--- src/rtl/vga_pkg.sv ---
// vga_pkg
//   Types and defaults shared by the VGA frame-buffer path.
//   fetch_state_t : state of the frame fetch engine (IDLE, FETCH, DRAIN)
//   H_DISPLAY_DEF / V_DISPLAY_DEF : visible geometry, also used by the timing generator
//   frame_pixels() : pixel count of one visible frame
package vga_pkg;

  typedef enum logic [1:0] {
    IDLE  = 2'd0,
    FETCH = 2'd1,
    DRAIN = 2'd2
  } fetch_state_t;

  localparam int H_DISPLAY_DEF = 640;
  localparam int V_DISPLAY_DEF = 480;

  function automatic int frame_pixels(input int h, input int v);
    return h * v;
  endfunction

endpackage

--- src/rtl/vga_frame_fetch_chk.sv ---
// vga_frame_fetch_chk
//   Property checker for the outstanding-read counter of vga_frame_fetch.
//   clk_sys, rst_sys : clock and async active-high reset of the fetch engine
//   outst            : current outstanding-read count
//   mem_rvalid       : memory read-data valid
module vga_frame_fetch_chk #(
  parameter int MAX_OUTST = 4,
  parameter int OW        = 3
) (
  input logic          clk_sys,
  input logic          rst_sys,
  input logic [OW-1:0] outst,
  input logic          mem_rvalid
);

  // The counter must never exceed the configured in-flight cap.
  a_outst_cap : assert property (@(posedge clk_sys) disable iff (rst_sys)
    outst <= OW'(MAX_OUTST));

  // A response with nothing in flight would underflow the counter.
  a_outst_underflow : assert property (@(posedge clk_sys) disable iff (rst_sys)
    !(mem_rvalid && (outst == {OW{1'b0}})));

endmodule

--- src/rtl/vga_frame_fetch.sv ---
// vga_frame_fetch
//   Producer side of the VGA pixel FIFO in the clk_sys domain. Streams one frame
//   of sequential pixel reads from frame-buffer memory and writes the returned
//   pixels into the async FIFO write port, throttled by fifo_afull and an
//   outstanding-read cap so the FIFO cannot overflow.
// Ports
//   clk_sys, rst_sys          : clock, async active-high reset
//   enable, frame_start       : frame control (frame_start is a 1-cycle pulse)
//   mem_req/mem_addr/mem_ready: read request channel (combinational mem_req)
//   mem_rvalid/mem_rdata      : in-order read response channel
//   fifo_din/fifo_write       : registered FIFO write port
//   fifo_full/fifo_afull      : FIFO status
//   busy                      : engine not idle
//   overflow                  : sticky, a response arrived while the FIFO was full
module vga_frame_fetch
  import vga_pkg::*;
#(
  parameter int WIDTH     = 12,
  parameter int AWIDTH    = 19,
  parameter int H_DISPLAY = H_DISPLAY_DEF,
  parameter int V_DISPLAY = V_DISPLAY_DEF,
  parameter int BASE_ADDR = 0,
  parameter int MAX_OUTST = 4
) (
  input  logic              clk_sys,
  input  logic              rst_sys,
  input  logic              enable,
  input  logic              frame_start,
  output logic              mem_req,
  output logic [AWIDTH-1:0] mem_addr,
  input  logic              mem_ready,
  input  logic              mem_rvalid,
  input  logic [WIDTH-1:0]  mem_rdata,
  output logic [WIDTH-1:0]  fifo_din,
  output logic              fifo_write,
  input  logic              fifo_full,
  input  logic              fifo_afull,
  output logic              busy,
  output logic              overflow
);

  localparam int PIXELS = frame_pixels(H_DISPLAY, V_DISPLAY);
  localparam int RW     = $clog2(PIXELS + 1);
  localparam int OW     = $clog2(MAX_OUTST + 1);

  localparam logic [AWIDTH-1:0] BASE_A = AWIDTH'(BASE_ADDR);
  localparam logic [RW-1:0]     PIX_R  = RW'(PIXELS);
  localparam logic [OW-1:0]     MAX_O  = OW'(MAX_OUTST);

  fetch_state_t      state_r, state_s;
  logic [AWIDTH-1:0] addr_r;
  logic [RW-1:0]     remaining_r;
  logic [OW-1:0]     outst_r;
  logic              fifo_write_r;
  logic [WIDTH-1:0]  fifo_din_r;
  logic              overflow_r;
  logic              req_s;
  logic              accept_s;
  logic              reload_s;

  // Request issue: only while fetching, pixels left, below the cap and FIFO has room.
  always_comb begin
    req_s    = (state_r == FETCH) && (remaining_r != {RW{1'b0}}) &&
               (outst_r < MAX_O) && !fifo_afull;
    accept_s = req_s && mem_ready;
  end

  // Next-state decode; reload_s restarts address and pixel count for a new frame.
  always_comb begin
    state_s  = state_r;
    reload_s = 1'b0;
    case (state_r)
      IDLE: begin
        if (frame_start && enable) begin
          state_s  = FETCH;
          reload_s = 1'b1;
        end else begin
          state_s = IDLE;
        end
      end
      FETCH: begin
        // A restart request wins over normal completion; stale reads must drain first.
        if (frame_start) begin
          state_s = DRAIN;
        end else if ((remaining_r == {RW{1'b0}}) && (outst_r == {OW{1'b0}})) begin
          state_s = IDLE;
        end else begin
          state_s = FETCH;
        end
      end
      DRAIN: begin
        if (outst_r == {OW{1'b0}}) begin
          if (enable) begin
            state_s  = FETCH;
            reload_s = 1'b1;
          end else begin
            state_s = IDLE;
          end
        end else begin
          state_s = DRAIN;
        end
      end
      default: begin
        state_s = IDLE;
      end
    endcase
  end

  // State register.
  always_ff @(posedge clk_sys or posedge rst_sys) begin
    if (rst_sys) begin
      state_r <= IDLE;
    end else begin
      state_r <= state_s;
    end
  end

  // Read address and pixels-remaining counter; no wrap inside a frame.
  always_ff @(posedge clk_sys or posedge rst_sys) begin
    if (rst_sys) begin
      addr_r      <= BASE_A;
      remaining_r <= {RW{1'b0}};
    end else if (reload_s) begin
      addr_r      <= BASE_A;
      remaining_r <= PIX_R;
    end else if (accept_s) begin
      addr_r      <= addr_r + {{(AWIDTH-1){1'b0}}, 1'b1};
      remaining_r <= remaining_r - {{(RW-1){1'b0}}, 1'b1};
    end else begin
      addr_r      <= addr_r;
      remaining_r <= remaining_r;
    end
  end

  // Outstanding reads: accepts minus responses; both in one cycle cancel.
  always_ff @(posedge clk_sys or posedge rst_sys) begin
    if (rst_sys) begin
      outst_r <= {OW{1'b0}};
    end else begin
      case ({accept_s, mem_rvalid})
        2'b10:   outst_r <= outst_r + {{(OW-1){1'b0}}, 1'b1};
        2'b01:   outst_r <= outst_r - {{(OW-1){1'b0}}, 1'b1};
        default: outst_r <= outst_r;
      endcase
    end
  end

  // Response path: forward read data one cycle later, discard stale data while draining.
  always_ff @(posedge clk_sys or posedge rst_sys) begin
    if (rst_sys) begin
      fifo_write_r <= 1'b0;
      fifo_din_r   <= {WIDTH{1'b0}};
      overflow_r   <= 1'b0;
    end else begin
      fifo_write_r <= mem_rvalid && (state_r != DRAIN) && !fifo_full;
      fifo_din_r   <= mem_rdata;
      overflow_r   <= overflow_r || (mem_rvalid && fifo_full && (state_r == FETCH));
    end
  end

  assign mem_req    = req_s;
  assign mem_addr   = addr_r;
  assign fifo_write = fifo_write_r;
  assign fifo_din   = fifo_din_r;
  assign overflow   = overflow_r;
  assign busy       = (state_r != IDLE);

  vga_frame_fetch_chk #(
    .MAX_OUTST (MAX_OUTST),
    .OW        (OW)
  ) u_chk (
    .clk_sys    (clk_sys),
    .rst_sys    (rst_sys),
    .outst      (outst_r),
    .mem_rvalid (mem_rvalid)
  );

endmodule

--- config.mk ---
export PLATFORM = sky130hd
export DESIGN_NAME = vga_frame_fetch
export DESIGN_NICKNAME = d
export VERILOG_FILES = /design/src/rtl/vga_pkg.sv /design/src/rtl/vga_frame_fetch_chk.sv /design/src/rtl/vga_frame_fetch.sv
export SDC_FILE = /design/constraint.sdc
export NUM_CORES = 1
export LEC_CHECK = 0
export BUFFER_PORTS_ARGS = -buffer_cell sky130_fd_sc_hd__buf_2
export CAP_MARGIN = 20
export CORE_ASPECT_RATIO = 0.8
export CORE_MARGIN = 2
export CORE_UTILIZATION = 49
export DETAILED_ROUTE_END_ITERATION = 12
export PLACE_DENSITY = 0.85
export SETUP_SLACK_MARGIN = 0.02
export SYNTH_ARGS = -nofsm -noshare
export SYNTH_HDL_FRONTEND = slang
export SYNTH_SLANG_ARGS = --single-unit
--- constraint.sdc ---
create_clock -name clk_sys -period 2.82 [get_ports clk_sys]
set_clock_uncertainty 0.15 [all_clocks]
set_input_delay 0.141 -clock clk_sys [delete_from_list [all_inputs] [get_ports clk_sys]]
set_output_delay 0.141 -clock clk_sys [all_outputs]
set_load 0.01 [all_outputs]
* Word level (Yosys, flattened, before mapping)
Index checks and enable logic that the tools add are counted.
Operators by class: equality and inequality tests 5, add/sub/neg operators 4, muxes and demuxes 15, order comparisons 1, reduce and logical (&&, ||, !) cells 20
Operator list (number):
- 19-bit 2-to-1 mux | 4
- 19-bit by 1-bit adder with 19-bit output, second input constant | 1
- 19-bit zero test | 1
- 19-bit nonzero test | 1
- 19-bit by 1-bit subtractor with 19-bit output, second input constant | 1
- 1-bit logical AND | 10
- 1-bit 2-to-1 mux | 6
- 2-bit case mux with 3 select lines | 1
- 3-bit case mux with 2 select lines | 1
- 2-bit nonzero test | 3
- 2-bit by 1-bit equality test with 1-bit output, second input constant | 2
- 2-bit equality test, second input constant | 2
- 2-bit 2-to-1 mux | 2
- 3-bit by 1-bit adder with 3-bit output, second input constant | 1
- 3-bit zero test | 1
- 3-bit less-than comparator, second input constant | 1
- 3-bit by 1-bit subtractor with 3-bit output, second input constant | 1
- 1-bit zero test | 2
- 2-bit zero test | 1
- 2-bit inequality test, second input constant | 1
- 1-bit case mux with 2 select lines | 1
- 1-bit logical OR | 1
Word-level totals: bits in registers 57

* Longest topological paths before layout
Gate-level depths: netlist of run 1.
depth after elaboration 7, mapped depth 14, depth with buffers taken out 12

* Worst setup path before layout of run 1
No wires, ideal clock.
path type register to register, start point register remaining_r[9], end point register outst_r[2], buffers on the path 1, required time 2.591 ns, path slack -0.100 ns, data arrival time 2.690 ns, clock period less this slack 2.920 ns, stages on the path, launching flop included 12, path through dfrtp_1 or4_1 nor4b_4 a21oi_1 inv_2 buf_2 ha_1 inv_1 fa_1 xor2_1 nor2_1 xor2_1
On the way: cells in the longest elaborated chain, start to end 7, elaborated cells on any way between the ends 9, classes of those cells eq/ne: 2; mux: 1; reduce/logical: 6
RTL lines:
- from (decl) | line vga_frame_fetch.sv:52 | logic [RW-1:0] remaining_r;
- from (signal assigned) | line vga_frame_fetch.sv:122 | remaining_r <= {RW{1'b0}};
- from (signal assigned) | line vga_frame_fetch.sv:128 | remaining_r <= remaining_r - {{(RW-1){1'b0}}, 1'b1};
- from (signal assigned) | line vga_frame_fetch.sv:131 | remaining_r <= remaining_r;
- 19-bit nonzero test * | line vga_frame_fetch.sv:63 | req_s = (state_r == FETCH) && (remaining_r != {RW{1'b0}}) &&
- 1-bit logical AND * (2 in series) | line vga_frame_fetch.sv:63
- 1-bit logical AND * | line vga_frame_fetch.sv:64 | (outst_r < MAX_O) && !fifo_afull;
- 1-bit logical AND * | line vga_frame_fetch.sv:65 | accept_s = req_s && mem_ready;
- 2-bit by 1-bit equality test with 1-bit output or 2-bit equality test (tied branches) | line vga_frame_fetch.sv:140 | case ({accept_s, mem_rvalid})
- 3-bit case mux with 2 select lines or 2-bit nonzero test (tied branches)
- to (signal assigned) | line vga_frame_fetch.sv:141 | 2'b10: outst_r <= outst_r + {{(OW-1){1'b0}}, 1'b1};
- to (signal assigned) | line vga_frame_fetch.sv:142 | 2'b01: outst_r <= outst_r - {{(OW-1){1'b0}}, 1'b1};
- to (signal assigned) | line vga_frame_fetch.sv:143 | default: outst_r <= outst_r;
- to (decl) | line vga_frame_fetch.sv:53 | logic [OW-1:0] outst_r;
Every way passes the cells marked *; elsewhere a longest branch is shown, timed or not. A chain may end at the register's enable or synchronous reset.

* Worst setup path in the final report of run 1
start point register remaining_r[11], end point register outst_r[2]
Same word-level chain as after synthesis.

==> summary.md, run 1 <==
| Metric | Value |
|---|---|
| Area Growth Syn to Fin | 29.50% |
| Max-slew violation count | 0 |
| Die W | 86.76 µm |
| Worst slew margin | 0.3792 |
| Die area | about 6000 µm² |
| Die Y | ~70 µm |
| Crit end category | register |
| Gr ovfl total | 0 |
| Setup violators final | 0 |
| Peak VDD IR | 0.0004897 V |
| # nets final | 357 |
| Synth top area share | 0.5312 |
| Rows | 24 |
| Critical path class | reg2reg |
| I/O Pins | 55 |
| First-pass GRT wire length | 10870 µm |
| DRC viols | 0 |
| # port buffers | 54 |
| Clock root buffer | clkbuf_8 |
| Worst Setup SP | remaining_r[11]$_DFFE_PP0P_ |
| Post-route ant nets | 0 |
| Synthesized instance count | 251 |
| Clock transition at path regs | around 0.070 ns |
| Tcrit/Tclk final | 0.9424 |
| Total Neg Setup Slack | 0 ns |
| Layout cells sized above 1 | 0.2751 |
| Largest net degree at the start of global routing | 31 |
| Yosys cell types | between 40 and 50 |
| Final number of hold-violating endpoints | 0 |
| P_leak | around 1.6 nW |
| Finished Layout Cells | between 400 and 500 |
| Routability cong. | a little over 0.8 |
| H-tree Lvls | 3 |
| Met2 wire len | between 3000 and 4000 µm |
| Max cap viols | 0 |
| DP Cell Count | 369 |
| Clk buf depth | 2 |
| Worst Path Arrival | approximately 2.8 ns |
| CTS tree | built |
| Period minus WS final | about 2.7 ns |
| Min-delay src | mem_ready |
| Vias in the first global route | 2347 |
| Number of synthesized flops with an enable pin | 0 |
| Synthesis-stage register bit count | 57 |
| Initial Utilization | 0.4995 |
| CP Data Required Time | ~2.9 ns |
| Top cells by count, synth | dfrtp_1, nand2_1, nor2_1 |
| Setup crit start kind | register |
| Post-Syn Area | 2685 µm² |
| Status | finished clean |
| R2R Path Start | remaining_r[11]$_DFFE_PP0P_ |
| WL met1 | 2739 µm |
| Avg Inst Size Synth | about 11 µm² |
| Synth warn | 0 |
| Most used DFF post-synth | dfrtp_1 |
| Clk_lat worst skew | between 0.3 and 0.4 ns |
| RSZ-0062 raised after global routing | false |
| DR vias | roughly 2300 |
| Vias per cell | between 5 and 6 |
| Routed WL per cell | approximately 16 µm |
| Area leader, netlist | dfrtp_1 |
| Top cells by area, synth | dfrtp_1, mux2i_1, nand2_1, xnor2_1, nor2_1 |
| Drt pass-1 iters | 4 |
| Mapped Nets | about 280 |
| Register area share after synthesis | 0.5312 |
| Highest Signal Layer | met4 |
| Antenna diodes | 0 |
| Most common cell in the synthesized netlist | dfrtp_1 |
| Path category of the worst min-delay check | in2reg |
| Initial DRC Count | roughly 140 |
| CTS buffer count | 9 |
| Fmax | between 300 and 400 MHz |
| GRT Overall Usage | 0.2339 |
| Worst slew pin tran | approximately 0.93 ns |
| P per Cell Area | a little over 800 nW/µm² |
| CORE AREA | about 5400 µm² |
| Met3 WL post-DR | ~350 µm |
| Total wire length | between 6000 and 7000 µm |
| Clock sinks | 57 |
| FFs w/ async S/R, synth | 1.000 |
| HPWL Detailed | about 4200 µm |
| Initial antenna violation count | 0 |
| Max Fanout on Critical Path | 3 |
## power by group
part / internal [mW] / switching [mW] / leakage [nW]
logic: 0.405 / 0.575 / 0.805
registers: 0.961 / 0.154 / 0.730
clock network: 0.479 / 0.310 / 0.107
total: 1.85 / 1.04 / 1.64
## flip-flops by register name, summed over array words and instances (netlist names)
name         flops
state_r          2
overflow         1
remaining_r     19
outst_r          3
mem_addr        19
fifo_write       1
fifo_din        12
## cell families after synthesis
family                   synth area share
AND/OR/NAND/NOR                    0.2158
flip-flops                         0.5312
AO/OA/AOI/OAI                      0.1076
buffers and inverters             0.03402
XOR/XNOR                          0.04893
multiplexers                      0.04101
adder cells (fa/ha/maj)           0.02144
## per-stage QoR
stage	worst slack, ns	utilization	hold WS [ns]	area, µm²	total power, mW
after floorplan	0.03269	-	0.02243	2696	1.758
after global placement	0.2247	0.5724	0.09875	3077	1.988
after detailed placement	0.1417	0.5724	0.1007	3077	2.044
after CTS	0.1302	0.6427	0.1203	3455	2.868
after global routing	0.03919	0.6469	0.1594	3477	3.074
final	0.1625	0.6469	0.1481	3477	2.885
## layer usage
layer	vias to the layer above	track usage
li1	1080	-
met1	1122	0.2981
met2	77	0.3607
met3	13	0.07683
met4	0	0.1094
met5	-	0
## cells in the final DEF (no fill, tap or decap), types with 3 or more instances in the layout
master,count
dfrtp_1,57
o31ai_1,3
or3_1,6
nand3_1,11
nand4_1,4
xor2_1,3
a211oi_1,4
nand2b_1,3
xnor2_1,12
nand2_1,28
nor3_1,4
o41ai_1,5
inv_1,8
and3_1,3
nor2b_1,3
a21oi_1,3
or4_1,5
buf_2,54
nor4_1,4
a2111oi_0,4
mux2i_1,11
o21ai_0,8
buf_4,12
nor2_1,18
o311ai_0,3
clkbuf_8,12
dlygate4sd3_1,17
## what timing repair did
item                                   4_1_cts  5_1_grt
buffers inserted                             0        1
endpoints found under the hold margin       44        0
hold buffers                                17        0
resized for setup                            0        3
setup endpoints to repair                    0        1
## worst paths after layout
kind	to	slack, ns	cells past startpoint
max	outst_r[2]$_DFFE_PP0P_	0.16	10
min	mem_addr[2]$_DFFE_PP0P_	0.15	5
max reg2reg	outst_r[2]$_DFFE_PP0P_	0.16	10
min reg2reg	mem_addr[11]$_DFFE_PP0P_	0.35	1
max in group asynchronous	mem_addr[0]$_DFFE_PP0P_	1.56	4
min in group asynchronous	remaining_r[2]$_DFFE_PP0P_	0.30	3
## critical path, cell delays in order, from the launching register on
cell,delay [ns]
dfrtp_1,0.39
or4_4,0.56
nor4b_4,0.31
a21oi_2,0.13
inv_2,0.10
ha_4,0.13
inv_1,0.05
fa_2,0.33
xor2_1,0.14
nor2_1,0.13
xor2_1,0.17
## layout make-up
| class | count | area, µm² |
|---|---|---|
| Fill cell | 386 | 1898 |
| Multi-Input combinational cell | 172 | 1194 |
| Clock inverter | 2 | 35.03 |
| Sequential cell | 57 | 1426 |
| Inverter | 10 | 37.54 |
| Timing Repair Buffer | 83 | 530.5 |
| Tap cell | 65 | 81.33 |
| Clock buffer | 14 | 172.7 |
No activity file was read; power rests on OpenSTA's default activity.
==> inputs of run 2 (changes only) <==
--- a/config.mk
+++ b/config.mk
@@ -11,5 +11,5 @@
 export CORE_MARGIN = 2
-export CORE_UTILIZATION = 49
+export CORE_UTILIZATION = 54
 export DETAILED_ROUTE_END_ITERATION = 12
-export PLACE_DENSITY = 0.85
+export PLACE_DENSITY = 0.89
 export SETUP_SLACK_MARGIN = 0.02
==> constraint.sdc (replaced) <==
create_clock -name clk_sys -period 2.75 [get_ports clk_sys]
set_clock_uncertainty 0.15 [all_clocks]
set_input_delay 0.1375 -clock clk_sys [delete_from_list [all_inputs] [get_ports clk_sys]]
set_output_delay 0.1375 -clock clk_sys [all_outputs]
set_load 0.02 [all_outputs]
==> run 2 against run 1 <==
Against the previous run: routed wire length increased by 11%; register-to-register slack got worse by 0.14 ns; non-clock buffer count increased by 1; sequential share of layout area about the same; critical path depth unchanged; flip-flop and latch count unchanged; global-route usage increased by 2.9 points; die area decreased by 8.8%; sequential power increased by 5%; maximum frequency decreased by 2.5%; worst hold slack improved by 0.059 ns; critical endpoint unchanged; largest cell class unchanged.
==> summary.md, run 2 (same netlist as run 1, synthesis figures left out) <==
| Metric | Value |
|---|---|
| Max Fanout on Critical Path | 2 |
| Die area | around 5600 µm² |
| Max-slew violation count | 0 |
| CP Data Required Time | ~2.9 ns |
| Pre-CTS WS | between 0.08 and 0.09 ns |
| GRT Overall Usage | 0.2634 |
| Clock root buffer | clkbuf_8 |
| R2R depth | 10 |
| First-pass GRT wire length | between 10000 and 15000 µm |
| R2R Setup Slk | 0.02 ns |
| Worst slew margin | 0.3691 |
| Comb pwr share | 0.358 |
| Period minus WS final | 2.726 ns |
| Vias per cell | slightly above 6 |
| Initial DRC Count | 182 |
| Clock transition at path regs | about 0.07 ns |
| Worst Path Arrival | approximately 2.9 ns |
| Commonest non-fill, non-tap cell in the layout | dfrtp_1 |
| Internal power | 1.866 mW |
| Util after Layout | 0.7428 |
| Clock power share | 0.259 |
| Fmax | ~370 MHz |
| CTS buffer count | 9 |
| RSZ-0062 raised after global routing | true |
| Status | finished clean |
| I/O Pins | 55 |
| # port buffers | 54 |
| Clk_lat worst skew | about 0.34 ns |
| Post-route ant nets | 0 |
| Hold path endpoint | mem_addr[13]$_DFFE_PP0P_ |
| Critical path class | reg2reg |
| Worst slew pin tran | about 0.94 ns |
| Seq pwr share | 0.382 |
| Met3 Use GR | 0.09170 |
| Max cap viols | 0 |
| Routed WL per cell | 17.69 µm |
| Gr ovfl total | 0 |
| DP Cell Count | roughly 360 |
| Path category of the worst min-delay check | in2reg |
| Finished Layout Cells | roughly 400 |
| Rows | 22 |
| Vias in the first global route | 2359 |
| HPWL Detailed | ~4200 µm |
| H-tree Lvls | 3 |
| # nets final | about 360 |
| DRC viols | 0 |
| Clk buf depth | 2 |
| Largest net degree at the start of global routing | between 40 and 50 |
| Tcrit/Tclk final | 0.9912 |
| Initial Utilization | 0.5738 |
| CORE AREA | roughly 4700 µm² |
| Worst hold path depth | 5 |
| Met2 global-route usage | 0.4496 |
| Final number of hold-violating endpoints | 0 |
| Drt pass-1 iters | 4 |
| Clock sinks | 57 |
| Peak VDD IR | 0.0006856 V |
| R2R Path End | outst_r[2]$_DFFE_PP0P_ |
| Layer with the highest usage | met2 |
| P_leak | 1.645 nW |
| Crit end category | register |
| Most frequent cells in the layout | dfrtp_1, buf_2, nand2_1 |
| Setup violators final | 0 |
| Area Growth Syn to Fin | 29.45% |
| R2R Path Start | remaining_r[8]$_DFFE_PP0P_ |
| Net Sw Power | around 1.2 mW |
| P per Cell Area | 870.1 nW/µm² |
| Met1 Use GR | 0.3071 |
| Setup crit start kind | register |
| Min-delay src | mem_ready |
| Sw frac | 0.3831 |
| PnR worst setup slack | about 0.024 ns |
| Initial antenna violation count | 0 |
| CTS tree | built |
| DR vias | about 2400 |
| Total wire length | around 7000 µm |
| Layout cells sized above 1 | 0.2870 |
| Die Y | roughly 67 µm |
| Antenna diodes | 0 |
| Routability cong. | 0.8621 |
| Die W | 82.84 µm |
==> run 2: area by class of cell <==
type | count | area [µm²]
Clock buffer | 12 | 155.1
Clock inverter | 3 | 40.04
Fill cell | 310 | 1204
Inverter | 10 | 37.54
Multi-Input combinational cell | 172 | 1200
Sequential cell | 57 | 1426
Tap cell | 60 | 75.07
Timing Repair Buffer | 84 | 541.8
==> run 2: what timing repair did <==
action / CTS / global route
gates resized for setup: 0 / 5
setup endpoints to repair: 0 / 2
endpoints found under the hold margin: 62 / 0
hold buffers: 17 / 0
setup buffers: 0 / 3
==> run 2: worst max-delay path by stage <==
stage	startpoint	end	slack, ns	cells past startpoint
global placement	remaining_r[8]$_DFFE_PP0P_	outst_r[2]$_DFFE_PP0P_	0.20	10
floorplan	remaining_r[8]$_DFFE_PP0P_	outst_r[2]$_DFFE_PP0P_	0.03	11
global route	remaining_r[15]$_DFFE_PP0P_	outst_r[2]$_DFFE_PP0P_	-0.18	10
finish	remaining_r[8]$_DFFE_PP0P_	outst_r[2]$_DFFE_PP0P_	0.02	10
detailed placement	remaining_r[8]$_DFFE_PP0P_	outst_r[2]$_DFFE_PP0P_	0.09	10
CTS	remaining_r[8]$_DFFE_PP0P_	outst_r[2]$_DFFE_PP0P_	0.05	10
==> run 2: critical path, stage by stage (launching register included) <==
cell     delay, ns
dfrtp_1       0.39
or4_4         0.58
nor4b_4       0.36
a21oi_2       0.14
inv_2         0.11
ha_4          0.14
inv_2         0.04
fa_2          0.33
xor2_1        0.15
nor2_1        0.12
xor2_1        0.15
==> run 2: metrics by stage <==
| step | cell area, µm² | power (mW) | TNS (ns) | hold WS, ns |
|---|---|---|---|---|
| after CTS | 3441 | 2.927 | 0 | 0.1191 |
| after global routing | 3476 | 3.167 | -0.2996 | 0.2349 |
| after floorplan | 2713 | 1.835 | 0 | 0.01893 |
| final | 3476 | 3.024 | 0 | 0.2069 |
| after detailed placement | 3075 | 2.113 | 0 | 0.09713 |
| after global placement | 3075 | 2.074 | 0 | 0.09527 |
==> run 2: power groups by stage <==
stage	clock network, mW	registers, mW	logic, mW
2_1_floorplan	0	1.16	0.672
3_3_place_gp	0	1.14	0.932
3_5_place_dp	0	1.16	0.958
4_1_cts	0.793	1.14	0.993
5_1_grt	0.831	1.17	1.17
6_report	0.784	1.16	1.08
==> run 2: routing by layer <==
layer,share of wire,up-vias
met5,0,-
met4,0.030,0
met3,0.082,22
met2,0.49,130
met1,0.39,1169
li1,-,1080
==> inputs of run 3 (changes only) <==
- CORE_MARGIN: 2 -> 1
==> run 3 against run 2 <==
Against the previous run: clock power decreased by 14%; non-clock buffer count increased by 1; setup slack improved by 0.059 ns; critical path type unchanged.
==> summary.md, run 3 (same netlist as run 1, synthesis figures left out) <==
| Metric | Value |
|---|---|
| Status | finished clean |
| Initial Utilization | 0.5738 |
| Max cap viols | 0 |
| Gr ovfl total | 0 |
| RSZ-0062 raised after global routing | true |
| R2R depth | 10 |
| Antenna diodes | 0 |
| Path category of the worst min-delay check | in2reg |
| Die area | 5260 µm² |
| Crit end category | register |
| P per Cell Area | ~830 nW/µm² |
| Min-delay src | enable |
| First-pass GRT wire length | 9929 µm |
| DR vias | 2302 |
| Period minus WS final | 2.667 ns |
| # port buffers | 54 |
| Worst Path Arrival | roughly 2.8 ns |
| Max-slew violation count | 0 |
| Routability cong. | 0.8786 |
| Clock sinks | between 50 and 60 |
| Initial antenna violation count | 0 |
| Fmax | around 370 MHz |
| R2R Setup Slk | roughly 0.083 ns |
| Clock root buffer | clkbuf_8 |
| Setup violators final | 0 |
| CTS tree | built |
| Post-route ant nets | 0 |
| # nets final | between 300 and 400 |
| Peak VDD IR | approximately 0.0006 V |
| Initial DRC Count | slightly below 200 |
| R2R Path Start | remaining_r[8]$_DFFE_PP0P_ |
| Worst hold path depth | 4 |
| DRC viols | 0 |
| Layout cells sized above 1 | 0.2882 |
| CTS buffer count | 9 |
| Vias per cell | ~5.8 |
| H-tree Lvls | 3 |
| P_leak | about 1.6 nW |
| Final instance area | between 3000 and 4000 µm² |
| Worst slew margin | 0.3559 |
| Setup crit start kind | register |
| Drt pass-1 iters | 4 |
| Rows | 22 |
| Design Power | roughly 2.9 mW |
| Hold path endpoint | state_r[0]$_DFF_PP0_ |
| Vias in the first global route | 2129 |
| R2R Path End | outst_r[2]$_DFFE_PP0P_ |
| Die W | ~81 µm |
| Area Growth Syn to Fin | 28.70% |
| Worst slew pin tran | roughly 0.96 ns |
| CP Data Required Time | between 2 and 3 ns |
| Final number of hold-violating endpoints | 0 |
| CORE AREA | approximately 4700 µm² |
| Clk buf depth | 2 |
| Critical path class | reg2reg |
| I/O Pins | 55 |
| Clock transition at path regs | approximately 0.060 ns |
| Tcrit/Tclk final | 0.9699 |
| Dpl cell area | 3083 µm² |
| Commonest non-fill, non-tap cell in the layout | dfrtp_1 |
| Largest net degree at the start of global routing | 48 |
| Clk_lat worst skew | ~0.34 ns |
| Filler cell count | about 320 |
| Total wire length | about 6400 µm |
| GRT Overall Usage | 0.2570 |
| HPWL Detailed | slightly above 4000 µm |
| Max Fanout on Critical Path | 4 |
| Most frequent cells in the layout | dfrtp_1, buf_2, nand2_1 |
| Routed WL per cell | 15.92 µm |
| Die Y | 65.07 µm |
run 3: what timing repair did:
| action | 4_1_cts | 5_1_grt |
|---|---|---|
| hold buffers | 17 | 0 |
| endpoints found under the setup margin | 0 | 1 |
| endpoints found under the hold margin | 62 | 0 |
| gates resized for setup | 0 | 3 |
| buffers inserted | 0 | 3 |
run 3: power by group:
| part | internal (mW) | leakage, nW | total, mW | switching [mW] |
|---|---|---|---|---|
| clock | 0.327 | 0.0785 | 0.672 | 0.345 |
| combinational | 0.421 | 0.814 | 1.04 | 0.618 |
| sequential | 0.985 | 0.730 | 1.16 | 0.172 |
run 3: worst max-delay path, stage by stage, from the launching register on:
cell	delay, ns
dfrtp_1	0.42
or4_4	0.57
nor4b_4	0.31
a21oi_2	0.13
inv_2	0.11
ha_4	0.14
inv_2	0.03
fa_2	0.32
xor2_1	0.14
nor2_1	0.10
xor2_1	0.16
run 3: final cells by class:
class	instances	area (µm²)	share of cell area
clock inverters	6	45.04	0.01303
clock buffers	10	127.6	0.03693
flip-flops and latches	57	1426	0.4127
inverters	10	37.54	0.01086
well taps	60	75.07	0.02172
repair buffers	85	545.5	0.1579
multi-input cells	172	1199	0.3469
run 3: metrics by stage:
stage | cells | worst slack, ns | util | setup TNS [ns] | hold WS, ns
after floorplan | 251 | 0.02946 | - | 0 | 0.01893
after global placement | 364 | 0.1970 | 0.6588 | 0 | 0.09563
after detailed placement | 364 | 0.1264 | 0.6588 | 0 | 0.09681
after CTS | 397 | 0.1035 | 0.7321 | 0 | 0.07365
after global routing | 400 | -0.04545 | 0.7385 | -0.04545 | 0.1091
final | 400 | 0.08281 | 0.7385 | 0 | 0.08790
run 3: worst max path at each step:
| stage | from | to | depth (start not counted) |
|---|---|---|---|
| finish | remaining_r[8]$_DFFE_PP0P_ | outst_r[2]$_DFFE_PP0P_ | 10 |
| global route | remaining_r[8]$_DFFE_PP0P_ | outst_r[2]$_DFFE_PP0P_ | 10 |
| CTS | remaining_r[8]$_DFFE_PP0P_ | outst_r[2]$_DFFE_PP0P_ | 10 |
| detailed placement | remaining_r[8]$_DFFE_PP0P_ | outst_r[2]$_DFFE_PP0P_ | 10 |
| global placement | remaining_r[8]$_DFFE_PP0P_ | outst_r[2]$_DFFE_PP0P_ | 10 |
| floorplan | remaining_r[8]$_DFFE_PP0P_ | outst_r[2]$_DFFE_PP0P_ | 11 |
run 3: layer usage:
layer / up-vias / track usage / wire length, µm
met4: 0 / 0.09598 / 98
met5: - / 0 / 0
met3: 12 / 0.07183 / 410
li1: 1081 / - / -
met1: 1118 / 0.3283 / 2668
met2: 91 / 0.4149 / 3192
